$ cat src/rtl/hilo_sequencer.sv
// Sequences the multi-cycle multiply/divide units and the HI/LO write for MULT/DIV-class ops.
// One request at a time: issue pulse, latency count, then write or divide-by-zero exception.
module hilo_sequencer #(
   parameter int unsigned MULT_LAT = 32,
   parameter int unsigned DIV_LAT  = 32,
   parameter int unsigned CNT_W    = 6
) (
   input  logic clk,
   input  logic reset,
   input  logic start,
   input  logic op,
   input  logic src_mem,
   input  logic abort,
   input  logic div_by_zero,
   output logic multOP,
   output logic divOP,
   output logic mem_a,
   output logic mem_b,
   output logic mult_div_sel,
   output logic hilo_write,
   output logic busy,
   output logic done,
   output logic div_zero_exc
);

   typedef enum logic [2:0] {StIdle, StIssue, StWait, StWrite, StExc} state_e;

   localparam logic [CNT_W-1:0] MultLoad = CNT_W'(MULT_LAT - 1);
   localparam logic [CNT_W-1:0] DivLoad  = CNT_W'(DIV_LAT - 1);

   state_e           state_q, state_d;
   logic [CNT_W-1:0] cnt_q, cnt_d;
   logic             op_q, op_d;
   logic             mem_q, mem_d;

   always_ff @(posedge clk) begin
      if (!reset) begin
         state_q <= StIdle;
         cnt_q   <= '0;
         op_q    <= 1'b0;
         mem_q   <= 1'b0;
      end else begin
         state_q <= state_d;
         cnt_q   <= cnt_d;
         op_q    <= op_d;
         mem_q   <= mem_d;
      end
   end

   always_comb begin
      state_d = state_q;
      cnt_d   = cnt_q;
      op_d    = op_q;
      mem_d   = mem_q;
      unique case (state_q)
         StIdle: begin
            if (start && !abort) begin
               op_d    = op;
               mem_d   = src_mem;
               state_d = StIssue;
            end
         end
         StIssue: begin
            if (abort) begin
               state_d = StIdle;
            end else begin
               cnt_d   = op_q ? DivLoad : MultLoad;
               state_d = StWait;
            end
         end
         StWait: begin
            // Abort beats a zero divisor, which beats counter expiry.
            if (abort) begin
               state_d = StIdle;
            end else if (op_q && div_by_zero) begin
               state_d = StExc;
            end else if (cnt_q == '0) begin
               state_d = StWrite;
            end else begin
               cnt_d = cnt_q - 1'b1;
            end
         end
         StWrite: state_d = StIdle;
         StExc:   state_d = StIdle;
         default: state_d = StIdle;
      endcase
   end

   // Outputs are decoded from state and latched request only, never from start.
   always_comb begin
      busy         = (state_q != StIdle);
      multOP       = (state_q == StIssue) && !op_q;
      divOP        = (state_q == StIssue) && op_q;
      mem_a        = busy && mem_q;
      mem_b        = busy && mem_q;
      mult_div_sel = busy && op_q;
      hilo_write   = (state_q == StWrite);
      done         = (state_q == StWrite);
      div_zero_exc = (state_q == StExc);
   end

endmodule

$ cat config.mk
export PLATFORM = sky130hd
export DESIGN_NAME = hilo_sequencer
export DESIGN_NICKNAME = d
export VERILOG_FILES = /design/src/rtl/hilo_sequencer.sv
export SDC_FILE = /design/constraint.sdc
export NUM_CORES = 1
export LEC_CHECK = 0
export ABC_AREA = 1
export CAP_MARGIN = 20
export CORE_MARGIN = 8
export CORE_UTILIZATION = 42
export CTS_CLUSTER_DIAMETER = 200
export DETAILED_ROUTE_END_ITERATION = 7
export PLACE_DENSITY = 0.72
export SLEW_MARGIN = 20
export SYNTH_ARGS = -nofsm -noshare
export SYNTH_HDL_FRONTEND = slang
export SYNTH_SLANG_ARGS = --single-unit
$ cat constraint.sdc
create_clock -name clk -period 1.2 [get_ports clk]
set_clock_uncertainty 0.2 [all_clocks]
set_input_delay 0.18 -clock clk [delete_from_list [all_inputs] [get_ports clk]]
set_output_delay 0.18 -clock clk [all_outputs]
set_load 0.1 [all_outputs]
# Yosys cells after proc, flatten, opt, wreduce, memory -nomap -nowiden
# Cells that the tools add are included.
# Widths: inputs -> output; s select.
# totals
regBits,11
inputBits,7
# classes
addsub,1
n_reduce_logical,15
n_eq_ne,10
muxes,11
# ops
operator,count
$mux 6,4
$mux 3,4
$pmux 6 s2,1
$ne 2x2->1 const B,5
$pmux 3 s3,1
$eq 3x2->1 const B,2
$logic_and 1x1->1,6
$logic_not 6->1,1
$sub 6x1->6 const B,1
$reduce_and 5->1,1
$ne 4x4->1 const B,1
$reduce_and 2->1,2
$eq 3x1->1 const B,1
$eq 3x3->1 const B,1
$logic_not 3->1,1
$reduce_bool 3->1,1
$logic_not 1->1,2
$mux 2,1
$reduce_bool 2->1,1

# Logic depth before layout (Yosys ltp)
# Gate-level depths: netlist of the first run.
# logic_depth
ltp_word,5
mapped_depth,9
depth_no_buf,9

# Least setup slack after synthesis of the first run
# Ideal clock, no wire load.
# synth_path
path_kind,register to output
startpoint,reg state_q[2]
endpoint,out mem_b
required_ns,0.820
stages_incl_launch_ff,6
path_slack_ns,-2.334
t_arrival_ns,3.154
cell_sequence,dfxtp_1 nor2_1 nand2_1 inv_1 nor2_1 buf_4
# synth_via
elab_chain_len,2
# synth_lines
item,line_no,source
from (decl),31,"state_e state_q, state_d;"
from (signal assigned),38,state_q <= StIdle;
from (signal assigned),43,state_q <= state_d;
$reduce_bool 3->1,91,busy = (state_q != StIdle);
via busy,21,"output logic busy,"
$logic_and 1x1->1,n/a,
to (decl),18,"output logic mem_b,"
# The timed path passes the listed nets, and every way through them passes these cells.

# Worst setup path in the final report of the first run
# layout_path
startpoint,reg state_q[2]
endpoint,out divOP
# layout_via
elab_chain_len,2
# layout_lines
item,line_no,source
$eq 3x1->1,93,divOP = (state_q == StIssue) && op_q;
$logic_and 1x1->1,93,
to (decl),16,"output logic divOP,"
# No other way between the ends.

==> metrics.log, run 1 <==
[metrics] transition time at the pin with the least slew margin: 443 ps
[metrics] multi-input combinational cell area: between 500 and 600 µm²
[metrics] area fraction in and, or, nand and nor cells after synthesis: a little under two fifths
[metrics] Sequential cell area: 231 µm²
[metrics] CTS tree: yes
[metrics] pin count of the biggest net entering global routing: 7
[metrics] number of hold buffers added after cts: 0
[metrics] register bit count reported by yosys: 11
[metrics] WP buf/inv: 2
[metrics] Detailed Place HPWL: 1.64 mm
[metrics] total count of max-transition violations in the final report: 0
[metrics] leading register cell type out of synthesis: dfxtp_1
[metrics] largest fanout of any net on the critical path: 4
[metrics] kind of critical path: reg -> out
[metrics] count of endpoints failing setup in the final report: 20
[metrics] run status: finished with violations
[metrics] die extent in y: 55.8 µm
[metrics] placeable core area: between 1000 and 1500 µm²
[metrics] post-synthesis async set-or-reset flop share: 0%
[metrics] nets: 148
[metrics] area added between synthesis and finish: 98.5%
[metrics] Pwr Density: 976 nW/µm²
[metrics] most frequent cell after synthesis: inv_1
[metrics] placer congestion estimate: 0.878
[metrics] DRC marker count from the first detailed-route iteration: 17
[metrics] Total Wirelength: 2.51 mm
[metrics] post-detailed-route count of antenna-violating nets: 0
[metrics] library cell contributing the largest single delay on the critical path: dfxtp_4
[metrics] critical path's top delay family: flip-flops
[metrics] number of buffers added by the clock tree synthesis step: 3
[metrics] Die Footprint: 3110 µm²
[metrics] Inst Count DP: 145
[metrics] number of inserted diodes: 0
[metrics] overflow left after global routing: 0
[metrics] wire length of the first global-routing pass: 3.44 mm
[metrics] Finished Cell Area: about 1300 µm²
[metrics] Hold Vio Cnt, Final: 0
[metrics] proportion of netlist area held by the largest area contributor: 33.1%
[metrics] Leakage: between 0.5 and 0.6 nW
[metrics] later-pin clock latency in the skew report: about 270 ps
[metrics] cells along the critical path: nor3_4 -> inv_2 -> nor2_4 -> buf_12
[metrics] antenna violations before repair: 0
[metrics] top-level port count: 16
[metrics] Hold WC Path Type: reg -> reg
[metrics] share of the synthesized area in compound gates (AO/OA/AOI/OAI): 9.79%
[metrics] sort of element at the end of the critical path: primary output
[metrics] Seq/Total Area, Yosys: roughly 33%
[metrics] worst relative slew slack: 70.5%
[metrics] Die Wd: 55.8 µm
[metrics] count of TritonRoute iterations in the first routing pass: 4
[metrics] core occupancy in the finished layout: 88.6%
[metrics] failing checks: setup timing
[metrics] synthesized-area fraction occupied by xor and xnor cells: 2.64%
[metrics] number of clock sinks seen by CTS: 11
[metrics] Max Cap Violations: 0
[metrics] maximum count of clock buffers along a single path: 2
[metrics] total power of the final layout: 1.29 mW
[metrics] dominant cells by area after synthesis: dfxtp_1 33%, inv_1 9.6%, nand2_1 9.0%
[metrics] RSZ-0062 raised after global routing: yes
[metrics] number of buffers inserted by port buffering: 15
[metrics] Via density: 5.20
[metrics] startpoint type of the worst setup path: register
[metrics] delay contributed by the slowest stage of the critical path: 380 ps
[metrics] crit path time final: 1670 ps
[metrics] Clock H-tree levels: 1
[metrics] post-synthesis mux area share: 0%
[metrics] number of standard-cell rows in the floorplan: 14
[metrics] number of synthesized flops with an enable pin: 0
[metrics] worst setup slack after placement: -433 ps
[metrics] critical path data arrival time: 1290 ps
[metrics] post-synthesis share of cell area spent on full adders, half adders and majority gates: 3.77%
[metrics] VDD IR max: about 820 µV
[metrics] number of global-route vias before repair: 776
[metrics] residual DRC count: 0
[metrics] warning count from the yosys run: 0
[metrics] cell at the root of the clock tree: clkbuf_4
[metrics] number of unique standard cell types used by synthesis: 18
[metrics] share of layout cells above drive strength 1: 56.5%
[metrics] number of cells produced by synthesis: about 100
[metrics] Max Fclk: 598 MHz
[metrics] cell area after synthesis: 664 µm²
[metrics] final cell count without fillers: about 150
[metrics] synth cell count leaders: 17 x inv_1, 16 x nand2_1, 15 x nor2_1
[metrics] area post-placement: 1140 µm²
[metrics] Final Worst Setup Slack: -473 ps
[metrics] nets in the synthesized netlist: around 110
[metrics] CP Data Required Time: between 800 and 900 ps
[metrics] initial core utilization: 44.6%
[metrics] post-synthesis average cell area: 6.71 µm²
[metrics] Synth area leader: dfxtp_1
[metrics] vias after detailed routing: 801
[metrics] clk slew on worst S/H paths: 70 ps
[metrics] filler instances: 70
[metrics] average wire length per cell after detail routing: 16.3 µm
[metrics] combinational family with the most area after synthesis: simple AND/OR/NAND/NOR gates
[metrics] Global Route Usage Sum: 13.3%
[metrics] fraction of the cycle the final worst path needs: 139%
-- worst paths after layout --
kind	from	to	slack, ps	cells past startpoint
max reg2reg	op_q	cnt_q[4]	-390	7
min	mem_q	mem_q	310	2
max	state_q[2]	divOP	-470	4
min reg2reg	mem_q	mem_q	310	2
-- worst min-delay path, delay by kind of cell, from the launching register on --
family | cells | cell delay [ps]
flip-flops | 1 | 300
buffers and inverters | 1 | 100
AO/OA/AOI/OAI | 1 | 70
-- sequential cells by signal, indices dropped and copies added (netlist names) --
name     count
state_q      3
cnt_q        6
op_q         1
mem_q        1
-- report_power, final --
part,switching [mW],internal [mW]
logic,0.364,0.246
clock network,0.133,0.129
registers,0.0251,0.390
-- cell type report --
type / instances / area share, %
timing repair buffer: 37 / 33.1
tap: 16 / 1.52
inverter: 18 / 6.26
sequential: 11 / 17.6
multi-input combinational: 68 / 39.6
clock buffer: 4 / 1.99
-- stage by stage --
step                      hold slack, ps  TNS, ps
final                                311    -6940
after global routing                 325    -7990
after CTS                            287    -6680
after detailed placement             306    -5350
after global placement               302    -4780
after floorplan                      100    -5210
-- cell families after synthesis --
kind of cell,count (synthesis)
AO/OA/AOI/OAI,13
XOR/XNOR,2
adder cells (fa/ha/maj),2
buffers and inverters,20
flip-flops,11
AND/OR/NAND/NOR,51
-- routing by layer --
metal / routed length, µm / up-vias / track usage (%)
met5: 0 / - / 0
met4: 82 / 0 / 7.39
met3: 126 / 11 / 2.28
li1: - / 390 / -
met1: 922 / 365 / 14.0
met2: 1380 / 35 / 24.2
-- timing repair --
item	CTS	global route
pin swaps	12	13
buffers inserted	2	3
resized for setup	16	19
setup endpoints to repair	20	20
-- layout by cell type, fill, tap and decap left out, types with 3 or more instances in the layout --
master	netlist	layout
a21oi_1	7	3
a21oi_2	0	4
buf_12	0	10
buf_4	2	16
buf_6	0	5
clkbuf_4	0	3
clkdlybuf4s50_1	0	6
dfxtp_1	11	8
dfxtp_4	0	3
inv_1	17	13
nand2_1	16	9
nand2_2	3	8
nand2_4	2	3
nand3_1	7	3
nand3_2	0	3
nor2_1	15	9
nor2_4	0	6
nor3_4	1	3
o21ai_2	0	5
Power figures use the tool's default switching activity.
==> run 2, diff against run 1 <==
--- a/config.mk
+++ b/config.mk
@@ -12,7 +12,6 @@
 export CTS_CLUSTER_DIAMETER = 200
 export DETAILED_ROUTE_END_ITERATION = 7
 export PLACE_DENSITY = 0.72
-export SLEW_MARGIN = 20
 export SYNTH_ARGS = -nofsm -noshare
 export SYNTH_HDL_FRONTEND = slang
 export SYNTH_SLANG_ARGS = --single-unit
==> results of run 2 <==
The final DEF is identical to that of run 1; final timing and power are the same.
